`src/rtl/mem_access_ctrl_pkg.sv`:
```
// Shared definitions for the MEM-stage data-bus access controller.
// Holds the ALU op-code bus width, the memory op codes, the FSM state
// encoding and small op-decode helpers used by the top and the aligner.
package mem_access_ctrl_pkg;

    localparam int ALUOP_BUS = 8;
    typedef logic [ALUOP_BUS-1:0] aluop_t;

    localparam aluop_t ALUOP_LB  = 8'h90;
    localparam aluop_t ALUOP_LBU = 8'h91;
    localparam aluop_t ALUOP_LH  = 8'h92;
    localparam aluop_t ALUOP_LHU = 8'h93;
    localparam aluop_t ALUOP_LW  = 8'h94;
    localparam aluop_t ALUOP_SB  = 8'h98;
    localparam aluop_t ALUOP_SH  = 8'h99;
    localparam aluop_t ALUOP_SW  = 8'h9A;

    typedef enum logic [2:0] {
        MEMST_IDLE  = 3'd0,
        MEMST_REQ   = 3'd1,
        MEMST_RESP  = 3'd2,
        MEMST_DONE  = 3'd3,
        MEMST_DRAIN = 3'd4
    } mem_state_t;

    function automatic logic is_load(input aluop_t op);
        return (op == ALUOP_LB) || (op == ALUOP_LBU) || (op == ALUOP_LH) ||
               (op == ALUOP_LHU) || (op == ALUOP_LW);
    endfunction

    function automatic logic is_store(input aluop_t op);
        return (op == ALUOP_SB) || (op == ALUOP_SH) || (op == ALUOP_SW);
    endfunction

    function automatic logic is_byte(input aluop_t op);
        return (op == ALUOP_LB) || (op == ALUOP_LBU) || (op == ALUOP_SB);
    endfunction

    function automatic logic is_half(input aluop_t op);
        return (op == ALUOP_LH) || (op == ALUOP_LHU) || (op == ALUOP_SH);
    endfunction

    function automatic logic is_word(input aluop_t op);
        return (op == ALUOP_LW) || (op == ALUOP_SW);
    endfunction

    // Halfwords need an even address, words a multiple of four.
    function automatic logic is_misaligned(input aluop_t op, input logic [1:0] addr_lo);
        return (is_half(op) && addr_lo[0]) || (is_word(op) && (addr_lo != 2'b00));
    endfunction

endpackage

```
`src/rtl/mem_load_align.sv`:
```
// Byte-lane helper for the data bus (purely combinational).
//   op        : memory op code
//   addr_lo   : low two address bits
//   rdata     : raw bus read word
//   wdata     : right-justified store data
//   ldata     : selected load lane, sign- or zero-extended to 32 bits
//   lanes     : byte-lane mask (store write enables / load lanes read)
//   wdata_rep : store data replicated across all byte lanes
module mem_load_align
    import mem_access_ctrl_pkg::*;
(
    input  logic [ALUOP_BUS-1:0] op,
    input  logic [1:0]           addr_lo,
    input  logic [31:0]          rdata,
    input  logic [31:0]          wdata,
    output logic [31:0]          ldata,
    output logic [3:0]           lanes,
    output logic [31:0]          wdata_rep
);

    logic [7:0]  rbyte [4];
    logic [7:0]  sel_byte;
    logic [15:0] sel_half;

    genvar gi;
    generate
        for (gi = 0; gi < 4; gi++) begin : g_lane
            assign rbyte[gi] = rdata[8*gi +: 8];
        end
    endgenerate

    always_comb begin
        sel_byte  = rbyte[addr_lo];
        sel_half  = addr_lo[1] ? rdata[31:16] : rdata[15:0];
        ldata     = 32'h0;
        lanes     = 4'b0000;
        wdata_rep = 32'h0;
        if (is_byte(op)) begin
            lanes     = 4'b0001 << addr_lo;
            wdata_rep = {4{wdata[7:0]}};
            ldata     = (op == ALUOP_LB) ? {{24{sel_byte[7]}}, sel_byte} : {24'h0, sel_byte};
        end else if (is_half(op)) begin
            lanes     = addr_lo[1] ? 4'b1100 : 4'b0011;
            wdata_rep = {2{wdata[15:0]}};
            ldata     = (op == ALUOP_LH) ? {{16{sel_half[15]}}, sel_half} : {16'h0, sel_half};
        end else if (is_word(op)) begin
            lanes     = 4'b1111;
            wdata_rep = wdata;
            ldata     = rdata;
        end
    end

endmodule

```
`src/rtl/mem_access_ctrl.sv`:
```
// MEM-stage data-bus access controller.
// Issues loads/stores on a req/gnt/rvalid bus, stalls the pipeline until the
// access completes, aligns load data, flags misalignment and bus timeouts.
//   cpu_clk_50M, cpu_rst        : clock, asynchronous active-high reset
//   mem_valid/aluop/addr/wdata  : instruction in the EXE/MEM slot
//   flush                       : pipeline flush (exception/eret)
//   dbus_*                      : data bus master side
//   stall_req                   : hold IF..MEM
//   mem_dreg/mem_dre            : aligned load result and lanes read
//   exc_adel/exc_ades           : load/store address error
//   exc_buserr                  : bus timeout, valid in DONE
module mem_access_ctrl
    import mem_access_ctrl_pkg::*;
#(
    parameter int TIMEOUT_CYCLES = 256,
    parameter int CNT_W          = 8
) (
    input  logic                 cpu_clk_50M,
    input  logic                 cpu_rst,
    input  logic                 mem_valid,
    input  logic [ALUOP_BUS-1:0] mem_aluop,
    input  logic [31:0]          mem_addr,
    input  logic [31:0]          mem_wdata,
    input  logic                 flush,
    output logic                 dbus_req,
    output logic [3:0]           dbus_we,
    output logic [31:0]          dbus_addr,
    output logic [31:0]          dbus_wdata,
    input  logic                 dbus_gnt,
    input  logic                 dbus_rvalid,
    input  logic [31:0]          dbus_rdata,
    output logic                 stall_req,
    output logic [31:0]          mem_dreg,
    output logic [3:0]           mem_dre,
    output logic                 exc_adel,
    output logic                 exc_ades,
    output logic                 exc_buserr
);

    localparam logic [CNT_W-1:0] CNT_LAST = CNT_W'(TIMEOUT_CYCLES - 1);

    mem_state_t     state;
    logic [CNT_W-1:0] cnt;
    aluop_t         op_reg;
    logic [1:0]     addr_lo_reg;
    logic           store_reg;
    // A granted load that timed out still owes the bus a response.
    logic           drain_after_done_reg;

    logic   cur_load, cur_store, cur_mis, start, timeout;
    aluop_t align_op;
    logic [1:0]  align_addr_lo;
    logic [31:0] align_ldata, align_wdata_rep;
    logic [3:0]  align_lanes;

    assign cur_load  = is_load(mem_aluop);
    assign cur_store = is_store(mem_aluop);
    assign cur_mis   = is_misaligned(mem_aluop, mem_addr[1:0]);
    assign start     = mem_valid && (cur_load || cur_store) && !cur_mis && !flush;
    assign timeout   = (cnt == CNT_LAST);

    assign exc_adel = (state == MEMST_IDLE) && mem_valid && cur_load  && cur_mis;
    assign exc_ades = (state == MEMST_IDLE) && mem_valid && cur_store && cur_mis;

    // In IDLE the aligner works on the live op (store lanes/replication);
    // afterwards it works on the latched op so load alignment is stable.
    assign align_op      = (state == MEMST_IDLE) ? mem_aluop : op_reg;
    assign align_addr_lo = (state == MEMST_IDLE) ? mem_addr[1:0] : addr_lo_reg;

    mem_load_align u_align (
        .op        (align_op),
        .addr_lo   (align_addr_lo),
        .rdata     (dbus_rdata),
        .wdata     (mem_wdata),
        .ldata     (align_ldata),
        .lanes     (align_lanes),
        .wdata_rep (align_wdata_rep)
    );

    always_comb begin
        stall_req = 1'b0;
        case (state)
            MEMST_IDLE:  stall_req = start;
            MEMST_REQ,
            MEMST_RESP:  stall_req = !flush;
            MEMST_DRAIN: stall_req = mem_valid && (cur_load || cur_store) && !flush;
            default:     stall_req = 1'b0;
        endcase
    end

    always_ff @(posedge cpu_clk_50M or posedge cpu_rst) begin
        if (cpu_rst) begin
            state                <= MEMST_IDLE;
            cnt                  <= '0;
            op_reg               <= '0;
            addr_lo_reg          <= 2'b00;
            store_reg            <= 1'b0;
            drain_after_done_reg <= 1'b0;
            dbus_req             <= 1'b0;
            dbus_we              <= 4'b0000;
            dbus_addr            <= 32'h0;
            dbus_wdata           <= 32'h0;
            mem_dreg             <= 32'h0;
            mem_dre              <= 4'b0000;
            exc_buserr           <= 1'b0;
        end else begin
            case (state)
                MEMST_IDLE: begin
                    if (start) begin
                        state                <= MEMST_REQ;
                        cnt                  <= '0;
                        op_reg               <= mem_aluop;
                        addr_lo_reg          <= mem_addr[1:0];
                        store_reg            <= cur_store;
                        drain_after_done_reg <= 1'b0;
                        dbus_req             <= 1'b1;
                        dbus_we              <= cur_store ? align_lanes : 4'b0000;
                        dbus_addr            <= {mem_addr[31:2], 2'b00};
                        dbus_wdata           <= align_wdata_rep;
                    end
                end
                MEMST_REQ: begin
                    cnt <= cnt + CNT_W'(1);
                    if (flush) begin
                        // A store granted on the flush edge has committed;
                        // a granted load must still have its response drained.
                        dbus_req <= 1'b0;
                        dbus_we  <= 4'b0000;
                        state    <= (dbus_gnt && !store_reg) ? MEMST_DRAIN : MEMST_IDLE;
                    end else if (dbus_gnt) begin
                        dbus_req <= 1'b0;
                        dbus_we  <= 4'b0000;
                        if (store_reg) begin
                            state      <= MEMST_DONE;
                            mem_dreg   <= 32'h0;
                            mem_dre    <= 4'b0000;
                            exc_buserr <= 1'b0;
                        end else begin
                            state <= MEMST_RESP;
                        end
                    end else if (timeout) begin
                        dbus_req   <= 1'b0;
                        dbus_we    <= 4'b0000;
                        state      <= MEMST_DONE;
                        mem_dreg   <= 32'h0;
                        mem_dre    <= 4'b0000;
                        exc_buserr <= 1'b1;
                    end
                end
                MEMST_RESP: begin
                    cnt <= cnt + CNT_W'(1);
                    if (flush) begin
                        state <= dbus_rvalid ? MEMST_IDLE : MEMST_DRAIN;
                    end else if (dbus_rvalid) begin
                        state      <= MEMST_DONE;
                        mem_dreg   <= align_ldata;
                        mem_dre    <= align_lanes;
                        exc_buserr <= 1'b0;
                    end else if (timeout) begin
                        state                <= MEMST_DONE;
                        mem_dreg             <= 32'h0;
                        mem_dre              <= 4'b0000;
                        exc_buserr           <= 1'b1;
                        drain_after_done_reg <= 1'b1;
                    end
                end
                MEMST_DONE: begin
                    exc_buserr           <= 1'b0;
                    drain_after_done_reg <= 1'b0;
                    state                <= drain_after_done_reg ? MEMST_DRAIN : MEMST_IDLE;
                end
                MEMST_DRAIN: begin
                    if (dbus_rvalid) begin
                        state <= MEMST_IDLE;
                    end
                end
                default: state <= MEMST_IDLE;
            endcase
        end
    end

endmodule
```
`config.mk`:
```
export PLATFORM = sky130hd
export DESIGN_NAME = mem_access_ctrl
export DESIGN_NICKNAME = d
export VERILOG_FILES = /design/src/rtl/mem_access_ctrl_pkg.sv /design/src/rtl/mem_load_align.sv /design/src/rtl/mem_access_ctrl.sv
export SDC_FILE = /design/constraint.sdc
export NUM_CORES = 1
export LEC_CHECK = 0
export ABC_AREA = 1
export BUFFER_PORTS_ARGS = -buffer_cell sky130_fd_sc_hd__buf_2
export CAP_MARGIN = 10
export CORE_MARGIN = 2
export CORE_UTILIZATION = 53
export DETAILED_ROUTE_END_ITERATION = 8
export GPL_ROUTABILITY_DRIVEN = 0
export PLACE_DENSITY = 0.84
export SLEW_MARGIN = 10
export SYNTH_ARGS = -nofsm -noshare
export SYNTH_HDL_FRONTEND = slang
export SYNTH_HIERARCHICAL = 1
export SYNTH_SLANG_ARGS = --single-unit
```
`constraint.sdc`:
```
create_clock -name cpu_clk_50M -period 5.2 [get_ports cpu_clk_50M]
set_input_delay 0.52 -clock cpu_clk_50M [delete_from_list [all_inputs] [get_ports cpu_clk_50M]]
set_output_delay 0.52 -clock cpu_clk_50M [all_outputs]
set_load 0.03 [all_outputs]
```
==> impl_metrics.json <==
{
  "status": "completed",
  "post_cts_resized": 0,
  "final_hold_viol_count": 0,
  "grt_use_total": 0.275,
  "worst_slew_pin_slew_ns": 1.04,
  "nNetsFinal": 1333,
  "fin_skew_ns": 0.0105,
  "synth_top_area_frac": 0.432,
  "synthArstFlopShare": 1.00,
  "grt_pass1_vias": 6784,
  "cts_tree": "done",
  "cts-root-buf": "clkbuf_16",
  "numCtsBuffers": 17,
  "postCtsSetupRepairBufs": 0,
  "min_path_type": "input pin to asynchronous set/reset pin",
  "yosys-top-cells-area": "dfrtp_1 (43%), nand2_1 (23%), nand3_1 (13%), inv_1 (3.6%), o21ai_2 (3.6%)",
  "ys_seq_elements": 127,
  "ir_drop_uv": 231,
  "drt-wirelength-per-cell_um": 14.0,
  "synth_edf_count": 0,
  "required_ns": 5.48,
  "maxSlewViolCount": 0,
  "synth_top_flop_cell": "dfrtp_1",
  "path_common_cell": "nand2_1",
  "power_frac_seq": 0.316,
  "antenna_found_initial": 1,
  "p_int_mw": 2.29,
  "cp.arrival_ns": 3.70,
  "worst-r2r-setup-slack_ns": 1.79,
  "path_cells": "nor2_1 > nand2_1 > o21ai_1 > buf_4 > clkinv_1 > nand2_1 > nand2_1 > nand2_1 > nand2_1 > nand2_1 > nand3_1 > inv_1 > o21ai_2",
  "num_io_pins": 219,
  "stdcell_area_sq_um": 9030,
  "synth_area_per_cell_sq_um": 7.12,
  "fp.dieArea_sq_um": 14800,
  "netSwitchingFraction": 0.392,
  "yosys.area.top_type": "dfrtp_1",
  "drtIter0Drc": 505,
  "tns_ns": 0,
  "leakagePower_nw": 5.25,
  "max_freq_ghz": 0.293,
  "synth.top_cells.by_count": "nand2_1 (447), nand3_1 (185), dfrtp_1 (127)",
  "combPwrFrac": 0.340,
  "finalCritPeriodShare": 0.657,
  "drive_gt1_frac": 0.262,
  "syn_area_sq_um": 7350,
  "slowest_delay_ns": 0.62,
  "crit_type": "register to register",
  "drc": 0,
  "place_hpwl_um": 13600,
  "first_pass_iters": 5,
  "grt-ovfl-total": 0,
  "cts_sinks": 127,
  "postLayoutCoreUtil": 0.658,
  "cp-start-kind": "register",
  "grt_setup_unrepaired": "false",
  "setup_violations": 0,
  "worstReg2RegEnd": "mem_dreg[12]",
  "yosysWarnings": 6,
  "syn_inst": 1033,
  "clock_path_buffers": 2,
  "cp-end-kind": "register",
  "relSlewSlack": 0.307,
  "ant_nets": 0,
  "vias_per_cell": 5.30,
  "clk_transition_reported_paths_ns": 0.06,
  "start_util": 0.536,
  "dp_slack_ns": 1.89,
  "critPathSlowestCell": "nand2_1",
  "die_width_um": 122,
  "p_clk_frac": 0.344,
  "clock_tree.htree_level_count": 4,
  "rr_worst_depth": 13,
  "timing.rr.start": "state[0]",
  "place_area_sq_um": 8390,
  "yosysUniqueCellTypes": 36,
  "rows": 43,
  "layout_setup_ws_ns": 1.79,
  "clkLatencyLatePin_ns": 0.42,
  "routed-via-count": 7507,
  "core_sq_um": 13700,
  "p_switching_mw": 1.48,
  "min_period_ns": 3.41,
  "portBuffers": 216,
  "holdBufCountCts": 0,
  "reg_top3": "dbus_wdata x32, mem_dreg x32, dbus_addr x30",
  "p_per_area_nw_per_um2": 417,
  "yosysMostFrequentCell": "nand2_1",
  "grt_max_degree": 81,
  "routed_wl_um": 19800,
  "synthToLayoutAreaGrowth_pct": 22.9,
  "cap_violations": 0,
  "crit_fanout": 24,
  "grt_pass1_wl_um": 32300,
  "die_height_um": 122,
  "synth-seq-area-share": 0.432,
  "total_power_mw": 3.76
}
[layout by cell type, fill, tap and decap left out, types with 5 or more instances in the layout]
cell type  Yosys  routed
nand2_1      447     446
buf_2         20     216
nand3_1      185     185
dfrtp_1      127     127
inv_1         70      69
o21ai_2       30      31
nor2_1        30      30
o21ai_0       28      26
clkbuf_16      0      17
nand2_2       14      15
buf_4          5       9
nor3_1         8       8
clkinv_4       0       5
[layout make-up]
cell class | count | area, sq um
well taps | 180 | 225
clock buffers | 18 | 439
fillers | 1229 | 4690
clock inverters | 14 | 204
multi-input cells | 774 | 3540
inverters | 77 | 294
repair buffers | 225 | 1150
diodes | 1 | 2.50
flip-flops and latches | 127 | 3180
[cells by family (layout without fill, tap and decap cells)]
logic type | count (synthesis) | in the layout | synth area share
and+or+nand+nor | 699 | 699 | 0.408
xor gates and xnor gates | 3 | 3 | 0.00357
AOI/OAI and AO/OA | 69 | 69 | 0.0667
adders and majority gates | 1 | 1 | 0.00170
buffers and inverters | 133 | 334 | 0.0875
other | 1 | 3 | 0.000510
DFF | 127 | 127 | 0.432
[metrics by stage]
stage               hold slack, ns  cells
finish                       0.295   1416
global route                 0.289   1416
CTS                          0.276   1415
detailed placement           0.442   1383
global placement             0.432   1383
floorplan                    0.419   1034
[critical path, delay by kind of cell (launching register included)]
family                 cells  cell delay [ns]
flip-flops                 1             0.44
buffers and inverters      3             0.79
AO/OA/AOI/OAI              2             0.31
AND/OR/NAND/NOR            8             1.72
[worst max-delay path by stage]
stage,depth (start not counted),from,slack (ns),endpoint
5_1_grt,13,state[0],1.39,mem_dreg[30]
4_1_cts,13,state[0],1.86,mem_dreg[12]
6_report,13,state[0],1.79,mem_dreg[12]
3_5_place_dp,13,state[0],1.89,mem_dreg[12]
2_1_floorplan,1,cpu_rst,1.30,addr_lo_reg[0]
3_3_place_gp,13,state[0],2.05,mem_dreg[25]
[power groups by stage]
| stage | clock network, mW | registers [mW] | logic [mW] |
|---|---|---|---|
| after floorplan | 0 | 1.33 | 0.848 |
| after global placement | 0 | 1.20 | 1.25 |
| after detailed placement | 0 | 1.20 | 1.27 |
| after CTS | 1.31 | 1.19 | 1.28 |
| after global routing | 1.36 | 1.21 | 1.44 |
| final | 1.29 | 1.19 | 1.28 |
[routing by layer]
metal | wire length (um) | GRT usage | up-vias
met5 | 0 | 0 | -
met4 | 526 | 0.113 | 0
met3 | 1810 | 0.0777 | 38
met2 | 9220 | 0.430 | 340
met1 | 8230 | 0.360 | 3468
li1 | - | - | 3661
No activity file was read; power rests on OpenSTA's default activity.
